**src/rtl/uart_tx_fifo.sv**
```systemverilog
// Buffered 8N1 UART transmitter.
// Byte FIFO in front of a divided-baud shifter.
module uart_tx_fifo #(
  parameter int CLK_DIV = 434,
  parameter int ADDR_W  = 4
) (
  input  logic            clk,
  input  logic            rst,
  input  logic            txd_ld,
  input  logic [7:0]      din,
  input  logic            ovf_clr,
  output logic            ser_txd,
  output logic            txd_busy,
  output logic            txd_empty,
  output logic            txd_ovf,
  output logic [ADDR_W:0] fifo_cnt
);

  localparam int DEPTH = 2 ** ADDR_W;
  localparam logic [15:0] DIV_M1 = 16'(CLK_DIV - 1);
  localparam logic [ADDR_W:0] FULL_CNT = (ADDR_W + 1)'(DEPTH);

  typedef enum logic [1:0] {
    IDLE,
    START,
    DATA,
    STOP
  } state_t;

  state_t            state, state_nx;
  logic [7:0]        mem [DEPTH];
  logic [ADDR_W-1:0] rd_ptr, wr_ptr;
  logic [ADDR_W:0]   cnt, cnt_nx;
  logic [15:0]       baud;
  logic [2:0]        bit_idx;
  logic [7:0]        shift, shift_nx;
  logic              line_nx, empty_nx;
  logic              full, push, pop, bit_end;

  assign full     = (cnt == FULL_CNT);
  assign push     = txd_ld && !full;
  assign pop      = (state == IDLE) && (cnt != '0);
  assign bit_end  = (state != IDLE) && (baud == '0);
  assign txd_busy = full;
  assign fifo_cnt = cnt;

  // FIFO storage; written only on an accepted push
  always_ff @(posedge clk) begin
    if (push && !rst) mem[wr_ptr] <= din;
  end

  // occupancy count for push/pop combinations
  always_comb begin
    cnt_nx = cnt;
    unique case ({push, pop})
      2'b10:   cnt_nx = cnt + 1'b1;
      2'b01:   cnt_nx = cnt - 1'b1;
      default: cnt_nx = cnt;
    endcase
  end

  // FIFO pointers, count and sticky overflow
  always_ff @(posedge clk) begin
    if (rst) begin
      rd_ptr  <= '0;
      wr_ptr  <= '0;
      cnt     <= '0;
      txd_ovf <= 1'b0;
    end else begin
      if (push) wr_ptr <= wr_ptr + 1'b1;
      if (pop) rd_ptr <= rd_ptr + 1'b1;
      cnt <= cnt_nx;
      if (txd_ld && full) txd_ovf <= 1'b1;
      else if (ovf_clr) txd_ovf <= 1'b0;
    end
  end

  // FSM state register
  always_ff @(posedge clk) begin
    if (rst) state <= IDLE;
    else     state <= state_nx;
  end

  // FSM next-state logic
  always_comb begin
    state_nx = state;
    unique case (state)
      IDLE:  if (pop) state_nx = START;
      START: if (bit_end) state_nx = DATA;
      DATA:  if (bit_end && bit_idx == 3'd7) state_nx = STOP;
      STOP:  if (bit_end) state_nx = IDLE;
      default: state_nx = IDLE;
    endcase
  end

  // next line level and status, registered below
  always_comb begin
    shift_nx = shift;
    if (pop) shift_nx = mem[rd_ptr];
    else if (state == DATA && bit_end) shift_nx = shift >> 1;
    line_nx = 1'b1;
    unique case (state_nx)
      START:   line_nx = 1'b0;
      DATA:    line_nx = shift_nx[0];
      default: line_nx = 1'b1;
    endcase
    empty_nx = (cnt_nx == '0) && (state_nx == IDLE);
  end

  // baud timing, shifter and registered outputs
  always_ff @(posedge clk) begin
    if (rst) begin
      baud      <= '0;
      bit_idx   <= '0;
      shift     <= '0;
      ser_txd   <= 1'b1;
      txd_empty <= 1'b1;
    end else begin
      if (pop) begin
        baud    <= DIV_M1;
        bit_idx <= '0;
      end else if (bit_end) begin
        baud <= (state_nx == IDLE) ? '0 : DIV_M1;
        if (state == DATA) bit_idx <= bit_idx + 1'b1;
      end else if (baud != '0) begin
        baud <= baud - 1'b1;
      end
      shift     <= shift_nx;
      ser_txd   <= line_nx;
      txd_empty <= empty_nx;
    end
  end

endmodule

```
**config.mk**
```make
export PLATFORM = sky130hd
export DESIGN_NAME = uart_tx_fifo
export DESIGN_NICKNAME = d
export VERILOG_FILES = /design/src/rtl/uart_tx_fifo.sv
export SDC_FILE = /design/constraint.sdc
export NUM_CORES = 1
export LEC_CHECK = 0
export CORE_MARGIN = 2
export CORE_UTILIZATION = 40
export DETAILED_ROUTE_END_ITERATION = 10
export PLACE_DENSITY = 0.55
export RECOVER_POWER = 100
export SLEW_MARGIN = 20
export SYNTH_ARGS = -nofsm -noshare
export SYNTH_HDL_FRONTEND = slang
export SYNTH_SLANG_ARGS = --single-unit
```
**constraint.sdc**
```tcl
create_clock -name clk -period 3 [get_ports clk]
set_input_delay 0.45 -clock clk [delete_from_list [all_inputs] [get_ports clk]]
set_output_delay 0.45 -clock clk [all_outputs]
set_load 0.02 [all_outputs]
```
==> summary.md <==
| Metric | Value |
|---|---|
| Layout cells sized above 1 | 16.5% |
| Via count of the first global-routing pass | 4174 |
| DIE WIDTH | 139 um |
| Remaining global-route overflow | 0 |
| Starting DRT DRC Count | 262 |
| CTS Buf Count | 17 |
| Die height | 139 um |
| CP Data Arrival Time | 3040 ps |
| H-tree depth | 4 |
| Yosys reg bits | 177 |
| Total Nets Final | 545 |
| CP endpoint kind | register |
| DR WL met3 | 488 um |
| Final setup violating endpoints | 0 |
| Crit Path Category | reg2reg |
| Antenna Cells | 0 |
| GR Util All Layers | 15.9% |
| Wl on met1 | 6.63 mm |
| Core area | 17900 sq um |
| Initial Util | 40.7% |
| Pwr/cell area | 861 nW/um^2 |
| Maxcap violations | 0 |
| Largest net degree at the start of global routing | 30 |
| First-pass GRT wire length | 23.2 mm |
| Synth warn | 0 |
| Clk Latency, worst-skew pair | 440 ps |
| Syn nets | 500 |
| Clock Tree Buf Depth | 2 |
| First-pass DRT Iterations | 4 |
| # resized after CTS | 0 |
| Cells after Synth | 476 |
| Dpl hpwl | 9.55 mm |
| Fillers | 1578 |
| RSZ-0062 raised after global routing | false |
| Worst-path fanout max | 9 |
| Seq/Total Area, Yosys | 66.2% |
| Sink Count | 177 |
| Hold-fix buffer count after cts | 0 |
| Tmin final | 2750 ps |
| Via Count | 4076 |
| Top Metal Used | met4 |
| Setup bufs post-CTS | 0 |
| Final hold violations | 0 |
| Rel. slew slack | 48.1% |
| Max rail drop VDD | 0.498 mV |
| Startpoint types | register |
| FFs w/ async S/R, synth | 0% |
| Static Leak | 2.78 nW |
| Die area | 19300 sq um |
| Fmax | 363 MHz |
| Worst Hold Class | reg2reg |
| Netlist cell types | 57 |
| Vias per Instance | 5.34 |
| Root buffer cell | clkbuf_16 |
| Fin Clk Skew | 14.2 ps |
| CTS tree | yes |
| Initial antenna violation count | 0 |
| I/O pin count | 21 |
| Area contributors post-synth | edfxtp_1 53%, dfxtp_1 13%, mux4_2 12% |
| Buffers added on ports | 20 |
| Synth-to-layout area growth | 14.8% |
| Final setup TNS | 0 ps |
| Avg Cell Area, Syn | 15.3 sq um |
| Final period util | 91.8% |
| WL met2 | 7.02 mm |
| Share of the synthesized area in the top cell type | 52.7% |
| Drt wl/cell | 18.8 um |
| Most numerous cell in the Yosys netlist | edfxtp_1 |
| Rows | 49 |
| Critical Path RT | 3280 ps |
| Main synth FF type | edfxtp_1 |
| Routed WL | 14.3 mm |
| Synth top cells by count | 128 x edfxtp_1, 58 x nor2_1, 49 x dfxtp_1, 40 x mux4_2, 36 x nand2_1 |
| Post-Syn Area | 7290 sq um |
| Post-synth EDFFs | 128 |
| Post-route ant nets | 0 |
| Number of remaining DRC errors | 0 |
| Status | completed |
| Post-synth top area cell | edfxtp_1 |
| GP Congestion | 0.739 |
| Slew @ Worst Pin | 779 ps |
| Fin util | 46.8% |
| Clk slew on worst S/H paths | 70 ps |
| Final Max Tran Viols | 0 |
| Total chip power | 0.00721 W |
## cells by family (layout without fill, tap and decap cells)
kind of cell	count (synthesis)	count (layout)	share of synthesized area [%]
muxes	46	46	13.2
adders and majority gates	12	12	2.06
xor gates and xnor gates	20	20	2.40
and+or+nand+nor	142	142	9.74
DFF	177	177	66.2
AOI/OAI and AO/OA	47	47	4.43
buffers and inverters	32	90	2.01
## path summary, 6_finish.rpt
| kind | from | end | slack [ps] | cells past startpoint |
|---|---|---|---|---|
| setup / recovery | baud[0]$_SDFFE_PP0P_ | ser_txd$_SDFF_PP1_ | 250 | 8 |
| hold / removal | bit_idx[1]$_SDFFE_PP0P_ | bit_idx[1]$_SDFFE_PP0P_ | 470 | 2 |
| setup reg to reg | baud[0]$_SDFFE_PP0P_ | ser_txd$_SDFF_PP1_ | 250 | 8 |
| hold reg to reg | bit_idx[1]$_SDFFE_PP0P_ | bit_idx[1]$_SDFFE_PP0P_ | 470 | 2 |
## flip-flops by register name (all words and copies together) (netlist names), named ones only
name,flops
bit_idx,3
rd_ptr,4
state,2
ser_txd,1
mem,128
wr_ptr,4
txd_ovf,1
txd_empty,1
fifo_cnt,5
baud,16
shift,8
## critical path: stages, from the launching register on
cell      delay (ps)
dfxtp_1          340
inv_1            140
ha_1             190
or4b_1           460
nor4_2           600
clkbuf_1         330
and3b_1          270
or2_2            120
a41oi_1          140
## power by group
part | internal (W) | leakage, nW | switching, W
Clock | 0.00110 | 0.278 | 0.00104
Sequential | 0.00283 | 1.55 | 0.000203
Combinational | 0.000922 | 0.952 | 0.00111
## layout by cell type, fill, tap and decap left out, types with 4 or more instances in the layout
master	n
buf_4	6
nand2_1	36
xnor2_1	5
nor2_1	58
mux2i_1	4
ha_1	12
a311oi_1	6
nand4_1	5
dlygate4sd3_1	17
edfxtp_1	128
nand3_1	6
clkbuf_16	17
xor2_1	15
o21ai_0	7
dfxtp_1	49
clkbuf_1	22
mux4_2	40
inv_1	9
inv_8	5
nor3_1	4
a31oi_1	4
a21oi_1	15
## routing by layer
metal / vias to the layer above / track usage, %
met4: 0 / 5.64
li1: 1909 / -
met3: 15 / 3.94
met1: 2091 / 21.5
met5: - / 0
met2: 61 / 25.3
## cell type report
cell class	instances	area, sq um	share of cell area (%)
clock buffers	18	429	5.13
clock inverters	14	138	1.64
inverters	10	37.5	0.448
multi-input cells	267	2320	27.7
flip-flops and latches	177	4820	57.6
well taps	229	287	3.42
repair buffers	48	335	4.01
## per-stage QoR
step                setup slack, ps  std cells  cell area (sq um)  hold slack, ps
floorplan                      24.5        476               7320             436
global placement               56.8        731               7910             441
detailed placement             34.0        731               7910             458
CTS                             255        763               8480             468
global route                   48.4        763               8370             491
finish                          246        763               8370             471
Note: power is estimated with default switching activity, not from simulation.
